==> config.mk <==
export PLATFORM = sky130hd
export DESIGN_NAME = spi_frame_decoder
export DESIGN_NICKNAME = d
export VERILOG_FILES = /design/src/rtl/spi_frame_decoder.sv
export SDC_FILE = /design/constraint.sdc
export NUM_CORES = 1
export LEC_CHECK = 0
export CAP_MARGIN = 20
export CORE_ASPECT_RATIO = 1.5
export CORE_MARGIN = 10
export CORE_UTILIZATION = 55
export DETAILED_ROUTE_END_ITERATION = 8
export GPL_ROUTABILITY_DRIVEN = 0
export GPL_TIMING_DRIVEN = 0
export PLACE_DENSITY = 0.83
export SLEW_MARGIN = 20
export SYNTH_ARGS = -nofsm -noshare
export SYNTH_HDL_FRONTEND = slang
export SYNTH_SLANG_ARGS = --single-unit
export TNS_END_PERCENT = 50
==> constraint.sdc <==
create_clock -name spi_clk -period 5.5 [get_ports spi_clk]
set_clock_uncertainty 0.05 [all_clocks]
set_input_delay 0.55 -clock spi_clk [delete_from_list [all_inputs] [get_ports spi_clk]]
set_output_delay 0.55 -clock spi_clk [all_outputs]
set_load 0.02 [all_outputs]
==> src/rtl/spi_frame_decoder.sv <==
// SPI frame decoder: deserializes pico_spi MSB first, decodes the first byte of a
// frame as {R/W, addr[6:0]} and later bytes as data, with a write strobe per data
// byte and an optional auto-incrementing address across a burst.
module spi_frame_decoder #(
    parameter int MAX_ADDR = 11,
    parameter bit AUTO_INC = 1'b1
) (
    input  logic       spi_clk,
    input  logic       rstn,
    input  logic       cs,
    input  logic       pico_spi,
    output logic [6:0] addr,
    output logic       is_write,
    output logic [7:0] wdata,
    output logic       wdata_valid,
    output logic       byte_done,
    output logic       addr_err,
    output logic [7:0] frame_bytes
);

    typedef enum logic [1:0] {CMD, DATA, HALT} state_t;

    localparam logic [6:0] MAX_A = 7'(MAX_ADDR);

    // Dropping cs or rstn clears the whole frame immediately.
    logic frst_n;
    assign frst_n = rstn & cs;

    state_t     state, state_nxt;
    logic [6:0] sr;        // only the low 7 bits are ever needed to form a byte
    logic [2:0] bit_cnt;
    logic       inc_pend;  // a data byte finished last edge; increment is due now
    logic [7:0] byte_val;
    logic       byte_end;
    logic [6:0] addr_inc;
    logic       cmd_bad;
    logic       inc_bad;
    logic       cmd_load, data_load, halt_load, do_inc;

    assign byte_val = {sr, pico_spi};
    assign byte_end = (bit_cnt == 3'd7);
    assign addr_inc = addr + 7'd1;
    assign cmd_bad  = (byte_val[6:0] == 7'd0) || (byte_val[6:0] > MAX_A);
    // 127 -> 0 wrap lands on zero, which is itself out of range
    assign inc_bad  = (addr_inc == 7'd0) || (addr_inc > MAX_A);

    // State register
    always_ff @(posedge spi_clk or negedge frst_n) begin
        if (!frst_n) state <= CMD;
        else         state <= state_nxt;
    end

    // Next-state: command decode picks DATA or HALT; an increment past the map halts
    always_comb begin
        state_nxt = state;
        case (state)
            CMD:     if (byte_end) state_nxt = cmd_bad ? HALT : DATA;
            DATA:    if (do_inc && inc_bad) state_nxt = HALT;
            default: state_nxt = HALT;
        endcase
    end

    // Per-edge actions decoded from state
    always_comb begin
        cmd_load  = (state == CMD)  && byte_end;
        data_load = (state == DATA) && byte_end;
        halt_load = (state == HALT) && byte_end;
        do_inc    = (state == DATA) && inc_pend && AUTO_INC;
    end

    // Datapath: shifter, byte counters, address/data registers and strobes
    always_ff @(posedge spi_clk or negedge frst_n) begin
        if (!frst_n) begin
            sr          <= '0;
            bit_cnt     <= '0;
            inc_pend    <= 1'b0;
            addr        <= '0;
            is_write    <= 1'b0;
            wdata       <= '0;
            wdata_valid <= 1'b0;
            byte_done   <= 1'b0;
            addr_err    <= 1'b0;
            frame_bytes <= '0;
        end else begin
            sr          <= byte_val[6:0];
            bit_cnt     <= bit_cnt + 3'd1;
            byte_done   <= byte_end;
            wdata_valid <= data_load & is_write;
            inc_pend    <= data_load;
            if (byte_end && frame_bytes != 8'hFF)
                frame_bytes <= frame_bytes + 8'd1;
            if (cmd_load) begin
                is_write <= byte_val[7];
                addr     <= byte_val[6:0];
                addr_err <= cmd_bad;
            end
            if (data_load || halt_load)
                wdata <= byte_val;
            // Increment one edge after the data byte so addr is stable during wdata_valid
            if (do_inc) begin
                addr <= addr_inc;
                if (inc_bad) addr_err <= 1'b1;
            end
        end
    end

endmodule

==> flow_summary.ini <==
[finish]
multi_input_area_um2 = 678
layout.nets = 183
finish.utilization_pct = 72.7
synthToLayoutAreaGrowth_pct = 26.5
num-fill-cells = 223
mostFrequentLayoutCells = 40 x sky130_fd_sc_hd__dfrtp_1, 30 x sky130_fd_sc_hd__clkdlybuf4s50_1, 9 x sky130_fd_sc_hd__mux2_2, 8 x sky130_fd_sc_hd__nand2_1
final_common_cell = sky130_fd_sc_hd__dfrtp_1
drive_gt1_share_pct = 14.9
final-seq-area_um2 = 1000
diodes = 0

[synthesis]
async_reset_ff_share_pct = 100
average_instance_area_after_synthesis_um2 = 12.4
synth_area_um2 = 1690
yosys_warnings = 0
yosys_most_used_dff = sky130_fd_sc_hd__dfrtp_1
synth-edff-count = 0
syn_inst = 136
mappedNetlistNets = 145
number_of_library_cell_types_mapped_by_synthesis = 41
ys_ff_latch = 40
synth.yosys.seq_area_share_pct = 59.1

[global_route]
wire_length_of_the_first_global_routing_pass_um = 6350
gr_util_all_layers_pct = 14.1
grt_antenna_before_repair = 0
grt_max_degree = 34
via_count_of_the_first_global_routing_pass = 1321
grt.overflow.total = 0

[setup_path]
worstPathArrival_ns = 2.18
worstPathBufferInverterCount = 0
startpoint_type = register
crit_chain = ha_1 > ha_1 > nand2b_1 > nor2_2 > nor2_2 > a21o_1 > a221o_1
cpLargestDelayFamily = simple AND/OR/NAND/NOR gates
critical_path.max_fanout = 10
critPathCaptureType = register
cp_data_required_time_ns = 5.62
crit_slowest_cell = sky130_fd_sc_hd__nor2_2
critPathKind = register to register
timing.critical_path.slowest_cell_delay_ns = 0.37

[clocking]
post-cts-setup-buffers = 0
clock_insertion_delay_worst_skew_ns = 0.28
numClockSinks = 40
htreeDepth = 2
clockRootBuffer = sky130_fd_sc_hd__clkbuf_8
cts_tree = built
clkTransAtPathRegs_ns = 0.07
numCtsBuffers = 5
cts_repair_resize_count = 0
postCtsHoldBufs = 0
clockBufferDepth = 2

[sta]
report.final.hold_viol_count = 0
finalMaxSlewViolations = 0
rsz0062_at_grt = false
max-slew-margin-rel_pct = 66.3
timing.final.crit_share_pct = 37.5
layout_min_cycle_time_ns = 2.06
totalNegativeSetupSlack_ns = 0
final.hold.worst_slack_ns = 0.381
finalSetupViolCount = 0
timing_worst_slew_pin_value_ns = 0.502
fmaxAchievable_mhz = 485

[power]
peakVddDrop_mv = 0.207
int_power_w = 0.000415
swShare_pct = 23.8
power.sequential.fraction_pct = 57.7
leakage_nw = 0.954
clock_power_share_pct = 32.9
netSwitchingPower_w = 0.000130
comb_power_share_pct = 9.4
powerDensity_nw_per_um2 = 255

[routing]
detail_route.wl_per_cell_um = 17.2
drt_antenna_net_count = 0
vias = 1210
route.detailed.drc = 0
first_pass_iteration_count_of_the_detailed_router = 4
route.detailed.vias_per_inst = 5.68
drt-total-wl_um = 3670
drt_first_iter_violations = 63

[floorplanning]
initial_core_util_pct = 57.5
design.portCount = 31
die-area_um2 = 5740
chipWidth_um = 65.3
fp.coreArea_um2 = 2940
dieHeight_um = 87.9
num_rows = 24

[place]
dp_hpwl_um = 2780
number_of_buffer_cells_added_on_primary_ports = 30

[hold_path]
timing.hold.worst.class = register to register

[run_status]
result_of_the_run = finished, final reports clean

[run]
max_cap_viol_count = 0
## synthesized netlist by cell type, drive strengths merged, types with 2 or more instances
cell / instances / area share, %
and3: 4 / 1.8
xnor2: 5 / 2.6
inv: 4 / 0.89
nand2: 8 / 1.8
nand4: 3 / 1.5
o21ai: 6 / 2.0
nor2b: 2 / 0.89
xor2: 6 / 3.1
nor2: 9 / 2.3
nand3: 7 / 2.1
ha: 5 / 3.7
mux2: 9 / 6.0
dfrtp: 40 / 59
a221o: 4 / 2.4
and2: 5 / 1.8
nor3: 3 / 0.89
## per-layer routing
metal	GRT usage [%]	up-vias	part of all wire, %
met3	6.39	10	6.8
met1	13.9	604	35
met4	6.25	0	2.6
met5	0	-	0
li1	-	562	-
met2	24.8	34	55
## through the flow
step	power, W	setup slack, ns	cells	cell area, um2
2_1_floorplan	0.000346	3.65	136	1690
3_3_place_gp	0.000368	2.86	205	2040
3_5_place_dp	0.000372	3.42	206	2060
4_1_cts	0.000549	3.43	213	2140
5_1_grt	0.000570	3.31	213	2140
6_report	0.000545	3.44	213	2140
## kinds of logic after synthesis
family / count (synthesis) / share of synthesized area [%]
and+or+nand+nor: 46 / 15.0
DFF: 40 / 59.1
AOI/OAI and AO/OA: 21 / 9.61
xor gates and xnor gates: 11 / 5.69
muxes: 9 / 5.99
adders and majority gates: 5 / 3.70
buffers and inverters: 4 / 0.887
## cell type report
class                           count  area share, %
Clock buffer                        6           3.39
Clock inverter                      1          0.234
Inverter                            4          0.701
Multi-Input combinational cell     92           31.7
Sequential cell                    40           46.8
Tap cell                           39           2.28
Timing Repair Buffer               31           15.0
## sequential cells by signal, summed over array words and instances, names as in the netlist
| name | cells |
|---|---|
| addr | 7 |
| is_write | 1 |
| state | 2 |
| wdata_valid | 1 |
| frame_bytes | 8 |
| inc_pend | 1 |
| bit_cnt | 3 |
| byte_done | 1 |
| sr | 7 |
| wdata | 8 |
| addr_err | 1 |
## worst paths after layout
path                                   endpoint  slack [ns]  depth (start not counted)                 start
setup / recovery            addr[5]$_DFFE_PN0P_        3.44                          7  bit_cnt[0]$_DFF_PN0_
hold / removal                  sr[4]$_DFF_PN0_        0.38                          0       sr[3]$_DFF_PN0_
setup reg to reg            addr[5]$_DFFE_PN0P_        3.44                          7  bit_cnt[0]$_DFF_PN0_
hold reg to reg                 sr[4]$_DFF_PN0_        0.38                          0       sr[3]$_DFF_PN0_
max in group asynchronous  bit_cnt[2]$_DFF_PN0_        4.42                          3                  rstn
min in group asynchronous  wdata[0]$_DFFE_PN0P_        0.55                          2                    cs
## power groups by stage
stage / sequential, W / combinational (W) / clock [W]
after floorplan: 0.000327 / 0.0000191 / 0
after global placement: 0.000319 / 0.0000493 / 0
after detailed placement: 0.000320 / 0.0000527 / 0
after CTS: 0.000314 / 0.0000527 / 0.000182
after global routing: 0.000316 / 0.0000558 / 0.000198
final: 0.000314 / 0.0000513 / 0.000179
Power figures use the tool's default switching activity.
